**config.mk**
```make
export PLATFORM = sky130hd
export DESIGN_NAME = wbc_master_arbiter_flat
export DESIGN_NICKNAME = d
export VERILOG_FILES = /design/src/rtl/wbc_pkg.sv /design/src/rtl/wbc_master_arbiter_if.sv /design/src/rtl/wbc_arb_watchdog.sv /design/src/rtl/wbc_master_arbiter.sv /design/src/flat_wrapper.sv
export SDC_FILE = /design/constraint.sdc
export NUM_CORES = 1
export LEC_CHECK = 0
export CORE_AREA = 2 2 105 107
export DETAILED_ROUTE_END_ITERATION = 10
export DIE_AREA = 0 0 107 109
export GPL_ROUTABILITY_DRIVEN = 0
export PLACE_DENSITY = 0.65
export SYNTH_ARGS = -nofsm -noshare
export SYNTH_HDL_FRONTEND = slang
export SYNTH_SLANG_ARGS = --single-unit
```
**constraint.sdc**
```tcl
create_clock -name clk_i -period 1.9 [get_ports clk_i]
set_input_delay 0.38 -clock clk_i [delete_from_list [all_inputs] [get_ports clk_i]]
set_output_delay 0.38 -clock clk_i [all_outputs]
set_load 0.1 [all_outputs]
```
**src/rtl/wbc_pkg.sv**
```systemverilog
// Shared definitions for the two-master control-bus arbiter: state encoding
// and default bus geometry / watchdog limit.
package wbc_pkg;

    typedef enum logic [1:0] {
        StIdle = 2'd0,
        StGnt0 = 2'd1,
        StGnt1 = 2'd2
    } wbc_state_e;

    localparam int unsigned DEFAULT_DAT_W   = 32;
    localparam int unsigned DEFAULT_ADR_W   = 20;
    localparam int unsigned DEFAULT_TIMEOUT = 255;

endpackage

```
**src/rtl/wbc_master_arbiter_if.sv**
```systemverilog
// Bundle of both upstream Wishbone master ports, the shared downstream bus
// and the grant debug tap. The slave modport is the arbiter's view; the
// master modport is the environment's view (masters plus downstream slave).
interface wbc_master_arbiter_if
    import wbc_pkg::*;
#(
    parameter int unsigned DAT_W = DEFAULT_DAT_W,
    parameter int unsigned ADR_W = DEFAULT_ADR_W
);
    // master 0 (VIO bridge)
    logic             m0_cyc_i, m0_stb_i, m0_we_i;
    logic [ADR_W-1:0] m0_adr_i;
    logic [DAT_W-1:0] m0_dat_i;
    logic [DAT_W-1:0] m0_dat_o;
    logic             m0_ack_o, m0_err_o, m0_rty_o;
    // master 1 (host interface)
    logic             m1_cyc_i, m1_stb_i, m1_we_i;
    logic [ADR_W-1:0] m1_adr_i;
    logic [DAT_W-1:0] m1_dat_i;
    logic [DAT_W-1:0] m1_dat_o;
    logic             m1_ack_o, m1_err_o, m1_rty_o;
    // shared bus
    logic             s_cyc_o, s_stb_o, s_we_o;
    logic [ADR_W-1:0] s_adr_o;
    logic [DAT_W-1:0] s_dat_o;
    logic [DAT_W-1:0] s_dat_i;
    logic             s_ack_i, s_err_i, s_rty_i;
    logic [1:0]       gnt_o;

    modport slave (
        input  m0_cyc_i, m0_stb_i, m0_we_i, m0_adr_i, m0_dat_i,
        output m0_dat_o, m0_ack_o, m0_err_o, m0_rty_o,
        input  m1_cyc_i, m1_stb_i, m1_we_i, m1_adr_i, m1_dat_i,
        output m1_dat_o, m1_ack_o, m1_err_o, m1_rty_o,
        output s_cyc_o, s_stb_o, s_we_o, s_adr_o, s_dat_o,
        input  s_dat_i, s_ack_i, s_err_i, s_rty_i,
        output gnt_o
    );

    modport master (
        output m0_cyc_i, m0_stb_i, m0_we_i, m0_adr_i, m0_dat_i,
        input  m0_dat_o, m0_ack_o, m0_err_o, m0_rty_o,
        output m1_cyc_i, m1_stb_i, m1_we_i, m1_adr_i, m1_dat_i,
        input  m1_dat_o, m1_ack_o, m1_err_o, m1_rty_o,
        input  s_cyc_o, s_stb_o, s_we_o, s_adr_o, s_dat_o,
        output s_dat_i, s_ack_i, s_err_i, s_rty_i,
        input  gnt_o
    );

endinterface

```
**src/rtl/wbc_arb_watchdog.sv**
```systemverilog
// Stall watchdog for the arbiter: counts strobed cycles without a slave
// response and raises a one-cycle expire pulse at the limit.
// Only exists when WBC_ARB_TIMEOUT_EN is defined.
`ifdef WBC_ARB_TIMEOUT_EN
module wbc_arb_watchdog
    import wbc_pkg::*;
#(
    parameter int unsigned TIMEOUT = DEFAULT_TIMEOUT
) (
    input  logic clk_i,
    input  logic rst_i,
    input  logic granted,   // some master owns the bus
    input  logic stb,       // owner has cyc and stb high
    input  logic resp,      // any slave ack/err/rty this cycle
    output logic expire
);
    localparam logic [15:0] Limit = 16'(TIMEOUT);

    logic [15:0] cnt_q, cnt_d;

    assign expire = granted && (cnt_q == Limit);

    // Held at zero while idle so every new grant starts from zero.
    always_comb begin
        cnt_d = cnt_q;
        if (!granted || resp || expire) begin
            cnt_d = '0;
        end else if (stb) begin
            cnt_d = cnt_q + 16'd1;
        end
    end

    // Counter register.
    always_ff @(posedge clk_i or posedge rst_i) begin
        if (rst_i) begin
            cnt_q <= '0;
        end else begin
            cnt_q <= cnt_d;
        end
    end

endmodule
`endif

```
**src/rtl/wbc_master_arbiter.sv**
```systemverilog
// Two-master round-robin Wishbone arbiter. Grant is held for a whole cyc;
// one idle bus cycle always separates owners. Optional stall watchdog is
// compiled in with WBC_ARB_TIMEOUT_EN.
module wbc_master_arbiter
    import wbc_pkg::*;
#(
    parameter int unsigned DAT_W   = DEFAULT_DAT_W,
    parameter int unsigned ADR_W   = DEFAULT_ADR_W,
    parameter int unsigned TIMEOUT = DEFAULT_TIMEOUT
) (
    input logic                 clk_i,
    input logic                 rst_i,
    wbc_master_arbiter_if.slave bus
);
    if (TIMEOUT < 2 || TIMEOUT > 65535) begin : g_bad_timeout
        $error("wbc_master_arbiter: TIMEOUT must be in 2..65535");
    end

    wbc_state_e       state_q, state_d;
    logic             last_q, last_d;   // master that released most recently
    logic             term;             // watchdog termination cycle
    logic [ADR_W-1:0] mux_adr;
    logic [DAT_W-1:0] mux_dat;

`ifdef WBC_ARB_TIMEOUT_EN
    logic granted, sel_stb, resp;

    assign granted = (state_q != StIdle);
    assign sel_stb = (state_q == StGnt0) ? (bus.m0_cyc_i & bus.m0_stb_i)
                                         : (bus.m1_cyc_i & bus.m1_stb_i);
    assign resp    = bus.s_ack_i | bus.s_err_i | bus.s_rty_i;

    wbc_arb_watchdog #(
        .TIMEOUT(TIMEOUT)
    ) u_watchdog (
        .clk_i  (clk_i),
        .rst_i  (rst_i),
        .granted(granted),
        .stb    (sel_stb),
        .resp   (resp),
        .expire (term)
    );
`else
    assign term = 1'b0;
`endif

    // Next-state: round-robin on ties, no direct owner-to-owner hop.
    always_comb begin
        state_d = state_q;
        last_d  = last_q;
        unique case (state_q)
            StIdle: begin
                if (bus.m0_cyc_i && bus.m1_cyc_i) begin
                    state_d = last_q ? StGnt0 : StGnt1;
                end else if (bus.m0_cyc_i) begin
                    state_d = StGnt0;
                end else if (bus.m1_cyc_i) begin
                    state_d = StGnt1;
                end
            end
            StGnt0: begin
                if (!bus.m0_cyc_i) begin
                    state_d = StIdle;
                    last_d  = 1'b0;
                end
            end
            StGnt1: begin
                if (!bus.m1_cyc_i) begin
                    state_d = StIdle;
                    last_d  = 1'b1;
                end
            end
            default: state_d = StIdle;
        endcase
    end

    // State register; last resets to 1 so master 0 wins the first tie.
    always_ff @(posedge clk_i or posedge rst_i) begin
        if (rst_i) begin
            state_q <= StIdle;
            last_q  <= 1'b1;
        end else begin
            state_q <= state_d;
            last_q  <= last_d;
        end
    end

    // Bus mux and response routing, purely from registered grant.
    always_comb begin
        bus.gnt_o    = 2'b00;
        bus.s_cyc_o  = 1'b0;
        bus.s_stb_o  = 1'b0;
        bus.s_we_o   = 1'b0;
        mux_adr      = '0;
        mux_dat      = '0;
        bus.m0_dat_o = '0;
        bus.m0_ack_o = 1'b0;
        bus.m0_err_o = 1'b0;
        bus.m0_rty_o = 1'b0;
        bus.m1_dat_o = '0;
        bus.m1_ack_o = 1'b0;
        bus.m1_err_o = 1'b0;
        bus.m1_rty_o = 1'b0;
        unique case (state_q)
            StGnt0: begin
                bus.gnt_o    = 2'b01;
                bus.s_cyc_o  = bus.m0_cyc_i & ~term;
                bus.s_stb_o  = bus.m0_stb_i & ~term;
                bus.s_we_o   = bus.m0_we_i;
                mux_adr      = bus.m0_adr_i;
                mux_dat      = bus.m0_dat_i;
                bus.m0_dat_o = bus.s_dat_i;
                bus.m0_ack_o = bus.s_ack_i & ~term;
                bus.m0_err_o = bus.s_err_i | term;
                bus.m0_rty_o = bus.s_rty_i & ~term;
            end
            StGnt1: begin
                bus.gnt_o    = 2'b10;
                bus.s_cyc_o  = bus.m1_cyc_i & ~term;
                bus.s_stb_o  = bus.m1_stb_i & ~term;
                bus.s_we_o   = bus.m1_we_i;
                mux_adr      = bus.m1_adr_i;
                mux_dat      = bus.m1_dat_i;
                bus.m1_dat_o = bus.s_dat_i;
                bus.m1_ack_o = bus.s_ack_i & ~term;
                bus.m1_err_o = bus.s_err_i | term;
                bus.m1_rty_o = bus.s_rty_i & ~term;
            end
            default: ;
        endcase
    end

    assign bus.s_adr_o = mux_adr;
    assign bus.s_dat_o = mux_dat;

endmodule

```
**src/flat_wrapper.sv**
```systemverilog
// flat-port wrapper written by rule: the top's interface ports become plain ports
module wbc_master_arbiter_flat import wbc_pkg::*;
#(
    parameter int unsigned DAT_W   = DEFAULT_DAT_W,
    parameter int unsigned ADR_W   = DEFAULT_ADR_W,
    parameter int unsigned TIMEOUT = DEFAULT_TIMEOUT
)
  (clk_i, rst_i, bus_m0_cyc_i, bus_m0_stb_i, bus_m0_we_i, bus_m0_adr_i, bus_m0_dat_i, bus_m0_dat_o, bus_m0_ack_o, bus_m0_err_o, bus_m0_rty_o, bus_m1_cyc_i, bus_m1_stb_i, bus_m1_we_i, bus_m1_adr_i, bus_m1_dat_i, bus_m1_dat_o, bus_m1_ack_o, bus_m1_err_o, bus_m1_rty_o, bus_s_cyc_o, bus_s_stb_o, bus_s_we_o, bus_s_adr_o, bus_s_dat_o, bus_s_dat_i, bus_s_ack_i, bus_s_err_i, bus_s_rty_i, bus_gnt_o);
  wbc_master_arbiter_if #(.DAT_W(DAT_W), .ADR_W(ADR_W)) bus_i ();
  input logic clk_i;
  input logic rst_i;
  input wire logic [$bits(bus_i.m0_cyc_i)-1:0] bus_m0_cyc_i;
  input wire logic [$bits(bus_i.m0_stb_i)-1:0] bus_m0_stb_i;
  input wire logic [$bits(bus_i.m0_we_i)-1:0] bus_m0_we_i;
  input wire logic [$bits(bus_i.m0_adr_i)-1:0] bus_m0_adr_i;
  input wire logic [$bits(bus_i.m0_dat_i)-1:0] bus_m0_dat_i;
  output wire logic [$bits(bus_i.m0_dat_o)-1:0] bus_m0_dat_o;
  output wire logic [$bits(bus_i.m0_ack_o)-1:0] bus_m0_ack_o;
  output wire logic [$bits(bus_i.m0_err_o)-1:0] bus_m0_err_o;
  output wire logic [$bits(bus_i.m0_rty_o)-1:0] bus_m0_rty_o;
  input wire logic [$bits(bus_i.m1_cyc_i)-1:0] bus_m1_cyc_i;
  input wire logic [$bits(bus_i.m1_stb_i)-1:0] bus_m1_stb_i;
  input wire logic [$bits(bus_i.m1_we_i)-1:0] bus_m1_we_i;
  input wire logic [$bits(bus_i.m1_adr_i)-1:0] bus_m1_adr_i;
  input wire logic [$bits(bus_i.m1_dat_i)-1:0] bus_m1_dat_i;
  output wire logic [$bits(bus_i.m1_dat_o)-1:0] bus_m1_dat_o;
  output wire logic [$bits(bus_i.m1_ack_o)-1:0] bus_m1_ack_o;
  output wire logic [$bits(bus_i.m1_err_o)-1:0] bus_m1_err_o;
  output wire logic [$bits(bus_i.m1_rty_o)-1:0] bus_m1_rty_o;
  output wire logic [$bits(bus_i.s_cyc_o)-1:0] bus_s_cyc_o;
  output wire logic [$bits(bus_i.s_stb_o)-1:0] bus_s_stb_o;
  output wire logic [$bits(bus_i.s_we_o)-1:0] bus_s_we_o;
  output wire logic [$bits(bus_i.s_adr_o)-1:0] bus_s_adr_o;
  output wire logic [$bits(bus_i.s_dat_o)-1:0] bus_s_dat_o;
  input wire logic [$bits(bus_i.s_dat_i)-1:0] bus_s_dat_i;
  input wire logic [$bits(bus_i.s_ack_i)-1:0] bus_s_ack_i;
  input wire logic [$bits(bus_i.s_err_i)-1:0] bus_s_err_i;
  input wire logic [$bits(bus_i.s_rty_i)-1:0] bus_s_rty_i;
  output wire logic [$bits(bus_i.gnt_o)-1:0] bus_gnt_o;
  assign bus_i.m0_cyc_i = bus_m0_cyc_i;
  assign bus_i.m0_stb_i = bus_m0_stb_i;
  assign bus_i.m0_we_i = bus_m0_we_i;
  assign bus_i.m0_adr_i = bus_m0_adr_i;
  assign bus_i.m0_dat_i = bus_m0_dat_i;
  assign bus_m0_dat_o = bus_i.m0_dat_o;
  assign bus_m0_ack_o = bus_i.m0_ack_o;
  assign bus_m0_err_o = bus_i.m0_err_o;
  assign bus_m0_rty_o = bus_i.m0_rty_o;
  assign bus_i.m1_cyc_i = bus_m1_cyc_i;
  assign bus_i.m1_stb_i = bus_m1_stb_i;
  assign bus_i.m1_we_i = bus_m1_we_i;
  assign bus_i.m1_adr_i = bus_m1_adr_i;
  assign bus_i.m1_dat_i = bus_m1_dat_i;
  assign bus_m1_dat_o = bus_i.m1_dat_o;
  assign bus_m1_ack_o = bus_i.m1_ack_o;
  assign bus_m1_err_o = bus_i.m1_err_o;
  assign bus_m1_rty_o = bus_i.m1_rty_o;
  assign bus_s_cyc_o = bus_i.s_cyc_o;
  assign bus_s_stb_o = bus_i.s_stb_o;
  assign bus_s_we_o = bus_i.s_we_o;
  assign bus_s_adr_o = bus_i.s_adr_o;
  assign bus_s_dat_o = bus_i.s_dat_o;
  assign bus_i.s_dat_i = bus_s_dat_i;
  assign bus_i.s_ack_i = bus_s_ack_i;
  assign bus_i.s_err_i = bus_s_err_i;
  assign bus_i.s_rty_i = bus_s_rty_i;
  assign bus_gnt_o = bus_i.gnt_o;
  wbc_master_arbiter #(.DAT_W(DAT_W), .ADR_W(ADR_W), .TIMEOUT(TIMEOUT)) u_core (.clk_i(clk_i), .rst_i(rst_i), .bus(bus_i));
endmodule
```
==> results_dict.tcl, run 1 <==
set metrics [dict create \
    drive_above_1_share_pct 68.7 \
    ys_warn_count 0 \
    synth_area_leaders "and2_1, a22oi_1, nor2b_1" \
    hold_viol_final 0 \
    die_w_um 107 \
    rows 38 \
    first_iter_violations 110 \
    postLayoutCoreUtil_pct 66.9 \
    critPathMaxStageDelay_ps 380 \
    totalWireLength_um 13000 \
    die_h_um 109 \
    synth.avg_cell_area_sq_um 6.92 \
    rsz0062_at_grt "yes" \
    place_area_sq_um 6290 \
    grt_pass1_vias 3247 \
    fmax_ghz 0.492 \
    area_growth_pct 347 \
    fill_cells 765 \
    clock_skew_ps 2.33 \
    status "finished, violations left" \
    routedWlPerCell_um 19.9 \
    synth_fp_nets 381 \
    grt_usage_pct 19.9 \
    setup_viol 125 \
    r2r_slack_ps 60 \
    pin_count 274 \
    diodes 0 \
    cts_tree "built" \
    cp.arrival_ps 1650 \
    crit_path_start_kind "flop" \
    cts_made_buffers 3 \
    ant_nets 0 \
    crit_fanout 12 \
    layout_min_cycle_time_ps 2030 \
    first_pass_iters 4 \
    synth_top_area_share_pct 28.0 \
    clkSinkCount 3 \
    min_path_type "primary input to async pin" \
    cts_buffer_depth 2 \
    hpwl_um 9080 \
    core_region_area_sq_um 10600 \
    htreeDepth 1 \
    crit_type "flop to output pin" \
    critPathSlowestCell "dfrtp_1" \
    die_area_sq_um 11700 \
    synth-seq-cells 3 \
    nets 667 \
    route.top_layer_used "met4" \
    setup_ws_ps -133 \
    clk_latency_ps 220 \
    route.detailed.drc 0 \
    antenna_found_initial 0 \
    dr_wl_met3_um 1420 \
    synthCells 229 \
    cp_top_family "buffers and inverters" \
    yosysTopAreaCell "and2_1" \
    critical_path_buf_inv_count 4 \
    clk_pin_slew_worst_paths_ps 30 \
    syn_area_sq_um 1580 \
    io_buffers 273 \
    final_max_slew_viol_count 0 \
    cts_hold_buffers 0 \
    drv_cap 0 \
    via_per_inst 4.44 \
    grt_pass1_wl_um 18100 \
    violations "setup timing" \
    yosysSeqAreaShare_pct 4.82 \
    period_share_pct 107 \
    final_area_sq_um 7090 \
    grt_max_degree 38 \
    synth_cell_types 20 \
    crit_path_end_kind "output pin" \
    slew_headroom_pct 82.6 \
    vias 2902 \
    cp.required_ps 1520 \
    grt.overflow.total 0 \
    start_util_pct 14.9 \
    ctsRootBufferMaster "clkbuf_8" \
    place_ws_ps -32.4 \
    tightest_slew_ps 262 \
    met1_length_um 4120 \
    wl_met2_um 7320 \
    crit_top_cell "buf_12" \
    crit_chain "inv_2 -> ha_4 -> buf_12 -> buf_6 -> and2_4 -> buf_12" \
]
==> through the flow <==
step	instances	TNS [ps]	hold WS [ps]
finish	654	-11200	327
detailed placement	628	-146	558
CTS	643	-10810	328
global placement	628	-29.7	559
global route	654	-19940	350
floorplan	229	-6690	133
==> final cells by class <==
type                    instances  area (sq um)  area share, %
well taps                     140           175           2.47
repair buffers                307          4530           64.0
clock buffers                   4          45.0          0.635
flip-flops and latches          3          76.3           1.08
inverters                       4          15.0          0.212
multi-input cells             196          2240           31.6
==> logic make-up after synthesis <==
group,Yosys count,share of synthesized area (%)
compound gates,61,29.5
simple gates,129,50.6
flops,3,4.82
mux,1,0.948
buf+inv,30,10.1
fa+ha+maj,5,3.95
==> layout by cell type (no fill, tap or decap), drive strengths merged, types with 2 or more instances in the layout <==
| cell type | n |
|---|---|
| a22oi | 55 |
| and2 | 71 |
| buf | 156 |
| clkbuf | 9 |
| clkdlybuf4s50 | 145 |
| dfrtp | 2 |
| ha | 5 |
| inv | 4 |
| nand2 | 2 |
| nor2b | 55 |
| o21ai | 3 |
==> repair_timing <==
item | in CTS | in global routing
endpoints found under the setup margin | 125 | 125
gates cloned | 4 | 7
buffers inserted | 7 | 4
gates resized for setup | 94 | 42
pin swaps | 6 | 7
==> final timing paths <==
kind / from / endpoint / cells after the start
setup / recovery: u_core.state_q[1] / bus_m0_dat_o[26] / 6
hold / removal: rst_i / u_core.state_q[0] / 2
setup reg to reg: u_core.state_q[0] / u_core.last_q / 8
hold reg to reg: u_core.last_q / u_core.last_q / 1
max in group asynchronous: rst_i / u_core.last_q / 2
min in group clk_i: u_core.last_q / u_core.last_q / 1
==> metal layers <==
| layer | up-vias | global-route usage, % |
|---|---|---|
| met4 | 0 | 2.69 |
| li1 | 1358 | - |
| met5 | - | 0 |
| met1 | 1353 | 19.1 |
| met2 | 179 | 40.8 |
| met3 | 12 | 7.41 |
==> registers in the layout (all words and copies together) (netlist names) <==
register / flops
u_core.state_q: 2
u_core.last_q: 1
==> cell usage after synthesis (all sizes together) <==
master	count
a21oi	1
a22o	1
a22oi	55
and2	71
buf	14
clkbuf	12
dfrtp	2
dfstp	1
ha	5
inv	4
mux2	1
nand2	2
nand4	1
nor2b	55
o2111ai	1
o21ai	3
==> worst reg2reg max path, delay by kind of cell (launching register included) <==
family                   cells  cell delay, ps
flip-flops                   1             380
AO/OA/AOI/OAI                2             260
multiplexers                 1             300
buffers and inverters        4             600
adder cells (fa/ha/maj)      1             220
Power of run 1 is not shown: default switching activity piles up to over one toggle a cycle in this logic, so the estimate is an artifact.
==> run 2, diff against run 1 <==
Settings changed: CORE_AREA 2 2 105 107 to 3 3 106 108, DIE_AREA 0 0 107 109 to 0 0 109 111.
==> results_dict.tcl, run 2 (synthesis results as in run 1) <==
set metrics [dict create \
    clkSinkCount 3 \
    layout_common_cells "clkdlybuf4s50_1, buf_12, nor2b_4, a22oi_2, and2_2" \
    die_h_um 111 \
    drive_above_1_share_pct 66.6 \
    slew_headroom_pct 80.6 \
    clk_pin_slew_worst_paths_ps 30 \
    min_path_type "primary input to async pin" \
    totalWireLength_um 11900 \
    cp.required_ps 1520 \
    cp.arrival_ps 1660 \
    r2r_end "u_core.last_q" \
    htreeDepth 1 \
    ctsRootBufferMaster "clkbuf_8" \
    via_per_inst 4.46 \
    regMostFlops "u_core.state_q" \
    hpwl_um 9260 \
    largest_reg_flops 2 \
    crit_fanout 19 \
    rows 37 \
    period_share_pct 108 \
    pin_count 274 \
    reg_top3 "u_core.state_q (2), u_core.last_q (1)" \
    crit_type "flop to output pin" \
    ant_nets 0 \
    fin_hold_ws_ps 338 \
    r2r-start "u_core.state_q[0]" \
    grt_pass1_wl_um 17200 \
    clk_latency_ps 210 \
    grt_max_degree 38 \
    die_w_um 109 \
    setup_ws_ps -144 \
    route.detailed.drc 0 \
    nets 656 \
    core_region_area_sq_um 10300 \
    place_ws_ps 11.8 \
    crit_path_start_kind "flop" \
    tightest_slew_ps 292 \
    die_area_sq_um 12100 \
    violations "setup timing" \
    start_util_pct 15.3 \
    grt_usage_pct 17.9 \
    grt.overflow.total 0 \
    antenna_found_initial 0 \
    io_buffers 273 \
    fmax_ghz 0.489 \
    first_pass_iters 4 \
    cts_buffer_depth 2 \
    vias 2848 \
    crit_end "bus_s_dat_o[6]" \
    cts_made_buffers 3 \
    final_common_cell "clkdlybuf4s50_1" \
    drv_cap 0 \
    status "finished, violations left" \
    crit_path_end_kind "output pin" \
    hold_viol_final 0 \
    first_iter_violations 88 \
    clock_skew_ps 0.198 \
    final_max_slew_viol_count 0 \
    rsz0062_at_grt "yes" \
    r2r_cells 7 \
    grt_pass1_vias 3194 \
    layout_min_cycle_time_ps 2040 \
    setup_viol 118 \
    diodes 0 \
    routedWlPerCell_um 18.6 \
    r2r_slack_ps 250 \
    critPathLaunch "u_core.state_q[0]" \
    area_growth_pct 332 \
    cts_tree "built" \
]
-- run 2: cell types whose count changed in the layout (fill, tap and decap cells not counted), sizes merged --
cell	before	now
clkbuf	9	5
buf	156	148
dlygate4sd2	1	0
clkdlybuf4s50	145	146
bufbuf	0	1
-- run 2: stage by stage --
step / std cells / setup TNS, ps / util (%) / instance area (sq um)
after floorplan: 229 / -6690 / - / 2100
after global placement: 626 / 0 / 61.4 / 6330
after detailed placement: 626 / 0 / 61.4 / 6330
after CTS: 633 / -6810 / 64.9 / 6700
after global routing: 639 / -15740 / 66.3 / 6840
final: 639 / -8020 / 66.3 / 6840
-- run 2: routing by layer --
layer  GRT usage [%]  vias to the layer above  part of all wire (%)
met5               0                        -                     0
met4            3.28                        0                  0.89
met3            6.93                        6                    13
met2            35.8                      168                    54
met1            16.6                     1338                    32
li1                -                     1336                     -
-- run 2: repair_timing --
action                                 CTS  global route
buffers inserted                         1             3
gates cloned                             2             3
hold buffers                             0             0
setup endpoints to repair              125           121
gates resized for setup                 54            37
pin swaps                                0             8
endpoints found under the hold margin    0             0
-- run 2: worst min path at each step --
| stage | from | end | cells after the start |
|---|---|---|---|
| 5_1_grt | rst_i | u_core.state_q[0] | 2 |
| 6_report | rst_i | u_core.state_q[0] | 2 |
| 3_3_place_gp | rst_i | u_core.state_q[0] | 2 |
| 4_1_cts | rst_i | u_core.state_q[1] | 2 |
| 3_5_place_dp | rst_i | u_core.state_q[0] | 2 |
| 2_1_floorplan | rst_i | u_core.state_q[0] | 1 |
-- run 2: cell type report --
cell class                 instances  area (sq um)
sequential                         3          76.3
fill                             760          3480
clock buffer                       4          45.0
timing repair buffer             296          4370
inverter                           4          15.0
tap                              136           170
multi-input combinational        196          2170
-- run 2: critical path: stages, from the launching register on --
cell	delay (ps)
dfrtp_1	390
inv_2	120
buf_4	140
ha_4	200
buf_12	170
a22oi_2	110
nor2b_4	130
buf_12	180
Power of run 2 is left out for the same reason.
==> run 3, diff against run 2 <==
Settings changed: CORE_AREA 3 3 106 108 to 2 2 105 107, DIE_AREA 0 0 109 111 to 0 0 107 109.
==> results of run 3 <==
The final DEF is identical to that of run 1; final timing and power are the same.
Power of run 3 is left out for the same reason.
